File: src/rtl/bus_pkg.sv
// bus_pkg: shared AHB-Lite encodings, hole map and alignment helper.
package bus_pkg;
  typedef enum logic [1:0] {TR_IDLE = 2'b00, TR_BUSY = 2'b01, TR_NONSEQ = 2'b10, TR_SEQ = 2'b11} transfer_kind;
  typedef enum logic [2:0] {SZ_BYTE = 3'd0, SZ_HALF = 3'd1, SZ_WORD = 3'd2} transfer_size;
  typedef enum logic [2:0] {BURST_SINGLE = 3'd0, BURST_INCR = 3'd1} transfer_burst;
  typedef enum logic {RESP_OKAY = 1'b0, RESP_ERROR = 1'b1} transfer_response;
  typedef struct packed {
    logic cacheable;
    logic bufferable;
    logic privileged;
    logic data;
  } transfer_protection;
  // Bit i set routes region i to the internal default slave instead of slave i.
  localparam logic [31:0] HOLE_MASK = 32'h0;
  // Size code 3 is not a legal request and is rejected like a misaligned one.
  function automatic logic misaligned(input logic [1:0] size, input logic [1:0] lsb);
    return size == 2'd1 ? lsb[0] : size == 2'd2 ? |lsb : size == 2'd3;
  endfunction
endpackage

File: src/rtl/ahb_addr_decoder.sv
// ahb_addr_decoder: maps a byte address onto the slave region map.
//   addr_i  address to decode
//   hole_o  region is served by the default slave
//   idx_o   region index
//   sel_o   one-hot HSEL, all-zero for holes
module ahb_addr_decoder import bus_pkg::*; #(
  parameter int NSLV = 4,
  parameter logic [0:NSLV-2][31:0] MAP = {32'h0000_1000, 32'h0001_0000, 32'h4000_0000},
  parameter logic [NSLV-1:0] HOLES = '0,
  localparam int LW = $clog2(NSLV)
) (
  input  logic [31:0]     addr_i,
  output logic            hole_o,
  output logic [LW-1:0]   idx_o,
  output logic [NSLV-1:0] sel_o
);
  for (genvar g = 0; g < NSLV - 2; g++) begin : g_chk
    if (MAP[g] >= MAP[g+1]) begin : g_bad
      $error("ahb_addr_decoder: MAP is not strictly ascending");
    end
  end
  // Region index is the number of upper bounds at or below the address.
  always_comb begin
    idx_o = '0;
    for (int i = 0; i < NSLV - 1; i++)
      if (addr_i >= MAP[i]) idx_o = LW'(i + 1);
    hole_o = HOLES[idx_o];
    sel_o = hole_o ? '0 : NSLV'(1) << idx_o;
  end
endmodule

File: src/rtl/ahb_lite_master_ctrl.sv
// ahb_lite_master_ctrl: single-transfer AHB-Lite master and slave interconnect.
//   clk, rst (async active-low)
//   m_*      core request/response port (start/ready handshake)
//   h*       AHB-Lite address/data phase outputs, hready broadcast
//   *_s      packed per-slave HRDATA/HREADYOUT/HRESP
module ahb_lite_master_ctrl import bus_pkg::*; #(
  parameter int NSLV = 4,
  parameter logic [0:NSLV-2][31:0] MAP = {32'h0000_1000, 32'h0001_0000, 32'h4000_0000},
  parameter logic [NSLV-1:0] HOLES = HOLE_MASK[NSLV-1:0],
  parameter int TIMEOUT = 16
) (
  input  logic             clk,
  input  logic             rst,
  input  logic             m_start,
  input  logic             m_write,
  input  logic [31:0]      m_addr,
  input  logic [1:0]       m_size,
  input  logic [31:0]      m_wdata,
  output logic [31:0]      m_rdata,
  output logic             m_ready,
  output logic             m_resp,
  output logic [NSLV-1:0]  hsel,
  output logic [31:0]      haddr,
  output logic             hwrite,
  output logic [2:0]       hsize,
  output logic [1:0]       htrans,
  output logic [31:0]      hwdata,
  output logic             hready,
  input  logic [NSLV*32-1:0] hrdata_s,
  input  logic [NSLV-1:0]  hreadyout_s,
  input  logic [NSLV-1:0]  hresp_s
);
  localparam int LW = $clog2(NSLV);
  localparam int CW = $clog2(TIMEOUT + 2);
  typedef enum logic [2:0] {S_IDLE, S_ADDR, S_DATA, S_ERR1, S_ERR2} state_t;
  state_t state_q, state_d;
  logic [31:0] addr_q, wdata_q, rdata_q, rdata_d;
  logic [1:0] size_q;
  logic write_q, ready_q, ready_d, resp_q, resp_d;
  logic [CW-1:0] cnt_q, cnt_d;
  logic dec_hole;
  logic [LW-1:0] dec_idx;
  logic [NSLV-1:0] dec_sel;
  logic [NSLV-1:0][31:0] rdata_arr;
  // The registered address stays stable for the whole transfer, so its decode acts as the data-phase select.
  ahb_addr_decoder #(.NSLV(NSLV), .MAP(MAP), .HOLES(HOLES)) u_dec (
    .addr_i(addr_q),
    .hole_o(dec_hole),
    .idx_o (dec_idx),
    .sel_o (dec_sel)
  );
  assign rdata_arr = hrdata_s;
  assign haddr = addr_q;
  assign hwrite = write_q;
  assign hsize = {1'b0, size_q};
  assign hwdata = size_q == 2'd0 ? {4{wdata_q[7:0]}} : size_q == 2'd1 ? {2{wdata_q[15:0]}} : wdata_q;
  assign m_ready = ready_q;
  assign m_resp = resp_q;
  assign m_rdata = rdata_q;
  always_comb begin
    state_d = state_q;
    cnt_d = cnt_q;
    ready_d = 1'b0;
    resp_d = RESP_OKAY;
    rdata_d = rdata_q;
    hready = 1'b1;
    htrans = TR_IDLE;
    hsel = '0;
    case (state_q)
      S_IDLE:
        if (m_start && !ready_q) begin
          if (misaligned(m_size, m_addr[1:0])) begin
            ready_d = 1'b1;
            resp_d = RESP_ERROR;
          end else state_d = S_ADDR;
        end
      S_ADDR: begin
        htrans = TR_NONSEQ;
        hsel = dec_sel;
        cnt_d = '0;
        state_d = dec_hole ? S_ERR1 : S_DATA;
      end
      S_DATA: begin
        hready = hreadyout_s[dec_idx];
        if (hready) begin
          ready_d = 1'b1;
          resp_d = hresp_s[dec_idx];
          rdata_d = hresp_s[dec_idx] ? rdata_q : rdata_arr[dec_idx];
          state_d = S_IDLE;
        end else if (hresp_s[dec_idx]) state_d = S_ERR2;
      end
      S_ERR1: begin
        hready = 1'b0;
        state_d = S_ERR2;
      end
      S_ERR2: begin
        hready = dec_hole | hreadyout_s[dec_idx];
        if (hready) begin
          ready_d = 1'b1;
          resp_d = RESP_ERROR;
          state_d = S_IDLE;
        end
      end
      default: state_d = S_IDLE;
    endcase
    // Wait cycles of a real slave are counted; hitting the limit forces an ERROR completion.
    if ((state_q == S_DATA || state_q == S_ERR2) && !hready) begin
      cnt_d = cnt_q == '1 ? cnt_q : cnt_q + 1'b1;
      if (TIMEOUT != 0 && int'(cnt_q) + 1 == TIMEOUT) begin
        ready_d = 1'b1;
        resp_d = RESP_ERROR;
        state_d = S_IDLE;
      end
    end
  end
  always_ff @(posedge clk or negedge rst)
    if (!rst) begin
      state_q <= S_IDLE;
      addr_q <= '0;
      wdata_q <= '0;
      size_q <= '0;
      write_q <= 1'b0;
      cnt_q <= '0;
      ready_q <= 1'b0;
      resp_q <= 1'b0;
      rdata_q <= '0;
    end else begin
      state_q <= state_d;
      cnt_q <= cnt_d;
      ready_q <= ready_d;
      resp_q <= resp_d;
      rdata_q <= rdata_d;
      if (state_q == S_IDLE && state_d == S_ADDR) begin
        addr_q <= m_addr;
        wdata_q <= m_wdata;
        size_q <= m_size;
        write_q <= m_write;
      end
    end
endmodule
File: config.mk
export PLATFORM = sky130hd
export DESIGN_NAME = ahb_lite_master_ctrl
export DESIGN_NICKNAME = d
export VERILOG_FILES = /design/src/rtl/bus_pkg.sv /design/src/rtl/ahb_addr_decoder.sv /design/src/rtl/ahb_lite_master_ctrl.sv
export SDC_FILE = /design/constraint.sdc
export NUM_CORES = 1
export LEC_CHECK = 0
export ABC_AREA = 1
export BUFFER_PORTS_ARGS = -buffer_cell sky130_fd_sc_hd__buf_2
export CAP_MARGIN = 10
export CORE_MARGIN = 5
export CORE_UTILIZATION = 40
export DETAILED_ROUTE_END_ITERATION = 8
export PLACE_DENSITY = 0.76
export SYNTH_ARGS = -nofsm -noshare
export SYNTH_HDL_FRONTEND = slang
export SYNTH_SLANG_ARGS = --single-unit
File: constraint.sdc
create_clock -name clk -period 2.2 [get_ports clk]
set_clock_uncertainty 0.1 [all_clocks]
set_input_delay 0.44 -clock clk [delete_from_list [all_inputs] [get_ports clk]]
set_output_delay 0.44 -clock clk [all_outputs]
set_load 0.1 [all_outputs]
==> summary.txt, run 1 <==
Run status
  • Status: finished with violations
  • Failing checks: setup timing

Critical path
  • Top delay family on crit path: simple AND/OR/NAND/NOR gates
  • Critical path arrival: 1.93 ns
  • Crit-path cells: nor2_4 -> nand2_2 -> nor2_4 -> nand3b_1 -> nor2_2 -> nor2_4 -> inv_2 -> nand2_4 -> nand2_8 -> buf_12
  • Critical path peak fanout: 3
  • Crit path largest cell delay: around 0.50 ns
  • Crit path kind: register to output port
  • CP dominant cell by count: nor2_4
  • Setup crit start kind: register
  • WP data required: 1.66 ns
  • CP bufs+invs: 2
  • Critical-path top delay cell: dfrtp_4
  • Critical Path Start: haddr[30]
  • Critical path endpoint category: output port
  • Critical R2R Launch: haddr[14]

Run
  • Max Cap Viol: 0

Synthesis
  • Top-area cell type share of the netlist area: a little under half
  • Number of synthesized register bits: approximately 110
  • Avg Cell Area, Syn: roughly 7.3 um^2
  • Post-Synthesis Cells: 813
  • Post-synthesis async set-or-reset flop share: 100.0%
  • Yosys cell types: 33
  • Primary FF master, synth: dfrtp_1
  • Ys Warns: 0
  • Top cells by area, synth: dfrtp_1 (46%), nand2_1 (26%), nand3_1 (4.9%)
  • Sequential area share after synthesis: 46.16%
  • Area of the mapped netlist: between 0.005 and 0.006 mm^2
  • EDFF count, synth: 0
  • Synth area leader: dfrtp_1

Global routing
  • Initial antenna violation count: 1
  • Total grt overflow: 0
  • First-pass GRT wire length: ~32 mm
  • GRT Util Overall: a little under a quarter
  • Number of global-route vias before repair: ~6100
  • Largest net degree at the start of global routing: 56

Drt
  • Initial DRT Pass Iterations: 5
  • Post-Route WL: about 20 mm
  • Post-DRT Antenna Nets: 0
  • WL/cell: approximately 15 um
  • Via density per instance: between 4 and 5
  • Via Count: about 6500
  • Drt initial violations: 499
  • DRC Markers: 0

Clock tree
  • Clk Latency, worst-skew pair: approximately 0.36 ns
  • Number of H-tree levels: 3
  • CTS Buf Count: 9
  • Sink Count: 109
  • Reg clk slew, reported paths: roughly 0.070 ns
  • Clk buf depth: 2
  • Root buf cell: clkbuf_16
  • CTS tree: done

Timing
  • Final setup fails: 5
  • Slew headroom: roughly 62%
  • Final Hold Fails: 0
  • Max Freq: 0.4045 GHz
  • Final period utilization: 112.4%
  • Min Tclk post-route: between 2 and 2.5 ns
  • RSZ-0062 raised after global routing: true
  • Setup ws final: -0.2724 ns
  • Final Max Slew Viols: 0
  • Slew at the pin with the worst max-slew slack: 0.5772 ns

Layout
  • Synthesis-to-finish area growth: 54.31%
  • Ratio of cells with drive above 1 in the final layout: 46.34%
  • Commonest non-fill, non-tap cells in the layout: nand2_1 (348), buf_2 (283), dfrtp_1 (87)
  • Number of nets in the layout: ~1400
  • Commonest non-fill, non-tap cell in the layout: nand2_1
  • Fillers: ~1300
  • Final Util: 62.74%

Die
  • Num ports: 315
  • Core area: between 0.01 and 0.015 mm^2
  • Row Count: 44
  • Die area: around 0.017 mm^2
  • Die Y: 131.5 um
  • Initial Util: around two fifths
  • Die W: between 100 and 150 um

Placement
  • PortBufs: 312
  • Worst slack, placed: approximately 0.022 ns
  • Gpl congestion: approximately 0.87
  • Post-detail-place hpwl: 15.53 mm

Hold path
  • Worst Min Path Start: m_addr[10]
  • Worst min path class: input port to register
-- area by class of cell --
class / count / area [um^2] / area share [%]
clock buffer: 11 / 252.7 / 2.772
sequential: 109 / 2768 / 30.35
clock inverter: 5 / 57.56 / 0.6312
antenna: 1 / 2.502 / 0.02744
tap: 184 / 230.2 / 2.525
timing repair buffer: 371 / 2481 / 27.21
inverter: 26 / 105.1 / 1.153
multi-input combinational: 626 / 3222 / 35.33
-- tightest hold or removal path: stages --
cell and delay, ns:
buf_2 0.07, nand2_1 0.04, nand2_1 0.05
-- repair_timing --
action,CTS,global route
hold buffers,1,0
buffers inserted,10,6
hold endpoints to repair,38,0
pin swaps,8,4
setup endpoints to repair,23,61
resized for setup,7,38
-- path summary, 6_finish.rpt --
check                              end  slack [ns]  cells after the start
max in group asynchronous    haddr[14]        0.83                      3
min in group asynchronous   m_rdata[6]        0.53                      2
min reg2reg                   haddr[2]        0.37                      2
max reg2reg                m_rdata[13]        0.02                     10
min                          haddr[10]        0.17                      3
max                             hready       -0.27                     10
-- logic make-up after synthesis --
logic type	synth area share, %
fa+ha+maj	0.4234
xor+xnor	0.2965
flops	46.16
compound gates	9.613
simple gates	36.93
buf+inv	6.521
other cells	0.06346
-- per-layer routing --
| metal | track usage, % | vias up | part of all wire [%] |
|---|---|---|---|
| met3 | 5.581 | 39 | 7.2 |
| met1 | 28.91 | 2998 | 40 |
| met5 | 0 | - | 0 |
| li1 | - | 3229 | - |
| met2 | 37.92 | 235 | 51 |
| met4 | 7.314 | 0 | 2.6 |
-- synthesized netlist by cell type (2+ instances only) --
cell      count
inv_1        21
and3_1       22
nor2_1       24
o21ai_2      28
clkbuf_2      2
nor2_4        3
o21ai_1       3
nor3_1        3
inv_2         2
clkinv_1      3
buf_4        12
clkbuf_1     24
nand2_1     407
ha_1          2
nand4_1       2
buf_2         6
nand2_2       2
o21ai_0      50
buf_1         5
a21oi_1      10
dfrtp_1     109
nand3_1      58
nor2_2        3
buf_6         3
-- metrics by stage --
stage | hold slack (ns) | std cells | TNS [ns] | instance area (um^2)
final | 0.1745 | 1333 | -0.8028 | 9119
after global routing | 0.1722 | 1333 | -5.251 | 9119
after CTS | 0.1608 | 1326 | -0.8749 | 8987
after detailed placement | 0.3532 | 1300 | 0 | 8559
after global placement | 0.3514 | 1300 | 0 | 8559
after floorplan | 0.04441 | 814 | -4.138 | 6332
-- sequential cells by signal, summed over array words and instances (netlist names) --
name / count
cnt_q: 5
haddr: 32
hwrite: 1
m_rdata: 32
m_ready: 1
m_resp: 1
size_q: 2
state_q: 3
wdata_q: 32
Power of run 1 is left out: the tool's default activity adds up to more than one toggle a clock period on the data nets, which glitch-free logic cannot reach.
==> run 2, diff against run 1 <==
- GPL_ROUTABILITY_DRIVEN: unset -> 0
- SETUP_SLACK_MARGIN: unset -> 0.02
==> run 2 against run 1 <==
The flow still finishes with violations (setup timing). Register-to-register slack worse by 0.04 ns. Fmax up 1.2%. Die area unchanged. Utilization up 1.8 points. Critical path type unchanged.
==> summary.txt, run 2 (synthesis gave the netlist of run 1 again) <==
Run status
  • Status: finished with violations
  • Failing checks: setup timing

Global routing
  • GRT Util Overall: 23.26% (+0.60 points)
  • Total grt overflow: 0 (unchanged)
  • Initial antenna violation count: 0 (-1)
  • Number of global-route vias before repair: 6303 (+2.5%)
  • First-pass GRT wire length: 32.93 mm (+2.3%)
  • Largest net degree at the start of global routing: 59 (+5.4%)

Critical path
  • Critical path arrival: 1.90 ns (-0.03 ns)
  • Critical R2R Launch: haddr[14]
  • Critical path endpoint category: output port
  • R2R Setup Slk: -0.02 ns (-0.04 ns)
  • WP data required: 1.66 ns (about the same)
  • Critical path peak fanout: 6 (+3)
  • Worst R2R End: m_rdata[1]
  • Setup crit start kind: register
  • Crit path kind: register to output port
  • R2R depth: 13 (+3)

Timing
  • Setup ws final: -0.2427 ns (+0.02970 ns)
  • Final Hold Fails: 0 (unchanged)
  • Final period utilization: 111.0% (-1.4 points)
  • Max Freq: 0.4094 GHz (+1.2%)
  • Slew at the pin with the worst max-slew slack: 0.5876 ns (+0.01034 ns)
  • RSZ-0062 raised after global routing: true
  • Slew headroom: 61.10% (-0.42 points)
  • Final setup fails: 17 (+12)
  • Final Max Slew Viols: 0 (unchanged)
  • Min Tclk post-route: 2.443 ns (-0.02970 ns)

Run
  • Max Cap Viol: 0 (unchanged)

Drt
  • WL/cell: 16.15 um (+6.7%)
  • Post-Route WL: 21.52 mm (+6.7%)
  • Via density per instance: 4.974 (+2.0%)
  • Via Count: 6625 (+1.9%)
  • Drt initial violations: 487 (-2.4%)
  • DRC Markers: 0 (unchanged)
  • Initial DRT Pass Iterations: 5 (unchanged)
  • Post-DRT Antenna Nets: 0 (unchanged)

Clock tree
  • CTS tree: done
  • Clk Latency, worst-skew pair: 0.36 ns (about the same)
  • Root buf cell: clkbuf_16
  • Number of H-tree levels: 3 (unchanged)
  • Clk buf depth: 2 (unchanged)
  • Reg clk slew, reported paths: 0.08 ns (about the same)
  • CTS Buf Count: 9 (unchanged)
  • Sink Count: 109 (unchanged)

Placement
  • PortBufs: 312 (unchanged)
  • Worst slack, placed: 0.06756 ns (+0.04596 ns)
  • Cell Area, Placed: 0.008670 mm^2 (+1.3%)
  • Post-detail-place hpwl: 16.01 mm (+3.1%)

Hold path
  • Hold path cells: 3 (unchanged)
  • Worst min path class: input port to register
  • Hold Path End: wdata_q[27]
  • Worst Min Path Start: m_wdata[27]

Layout
  • Synthesis-to-finish area growth: 58.67%
  • Commonest non-fill, non-tap cell in the layout: nand2_1
  • Commonest non-fill, non-tap cells in the layout: nand2_1 (348), buf_2 (283), dfrtp_1 (87)
  • Design Area, Final: 0.009376 mm^2 (+2.8%)
  • Antenna diode count: 0 (-1)
  • Ratio of cells with drive above 1 in the final layout: 47.13% (+0.78 points)
  • Number of nets in the layout: 1351 (unchanged)

Die
  • Die W: 131.5 um (unchanged)
  • Core area: 0.01453 mm^2 (unchanged)
  • Row Count: 44 (unchanged)
  • Num ports: 315 (unchanged)
  • Initial Util: 40.66% (unchanged)
  • Die Y: 131.5 um (unchanged)
  • Die area: 0.01730 mm^2 (unchanged)
## run 2: cell types whose count changed in the layout (fill, tap and decap cells not counted), moves of 3 or more
cell and delta:
a21oi_2 +3, inv_1 -3, o21ai_0 -6, a21oi_1 -3
buf_8 +4, nand2_2 -5, nand2_4 +5, clkbuf_4 -6
nor2_2 -3, clkbuf_16 +4, buf_4 -11, inv_2 +3
buf_12 +9, o21ai_2 +4
## run 2: critical path, stage by stage, from the launching register on
cell      delay (ns)
dfrtp_4         0.50
nor2_4          0.13
buf_4           0.17
clkinv_1        0.10
nand2_1         0.09
nand3_2         0.09
nor2_4          0.12
inv_2           0.06
nand2_4         0.08
nand2_8         0.05
buf_12          0.16
## run 2: how the worst max path moves through the flow
stage                from          to  depth (start not counted)
3_3_place_gp    haddr[15]  m_rdata[7]                         11
4_1_cts         haddr[30]      hready                         10
3_5_place_dp    haddr[23]      hready                         11
6_report        haddr[30]      hready                         10
2_1_floorplan  state_q[0]     hsel[0]                          5
5_1_grt         haddr[30]      hready                         10
## run 2: layout make-up
class	instances	area (um^2)
clock buffers	10	239.0
clock inverters	6	53.80
fillers	1243	5157
inverters	26	100.1
multi-input cells	627	3301
flip-flops and latches	109	2770
well taps	184	230.2
repair buffers	370	2683
## run 2: what timing repair did
action,in CTS,in global routing
endpoints found under the setup margin,29,53
pin swaps,5,9
resized for setup,20,46
setup buffers,8,3
gates cloned,0,7
hold buffers,1,0
hold endpoints to repair,29,0
## run 2: metal layers
metal	up-vias	global-route usage, %	wire (um)
met5	-	0	0
met3	34	6.651	1690
met1	3078	28.78	8613
li1	3237	-	-
met4	0	6.971	419
met2	276	39.53	10790
## run 2: metrics by stage
stage / instances / utilization, % / hold slack (ns) / setup TNS, ns
6_report: 1332 / 64.51 / 0.1759 / -0.8410
5_1_grt: 1332 / 64.51 / 0.1675 / -3.884
4_1_cts: 1322 / 62.59 / 0.1610 / -0.5953
3_5_place_dp: 1297 / 59.65 / 0.3187 / 0
3_3_place_gp: 1297 / 59.65 / 0.3163 / 0
2_1_floorplan: 814 / - / 0.04441 / -4.138
Power of run 2 is left out for the same reason.
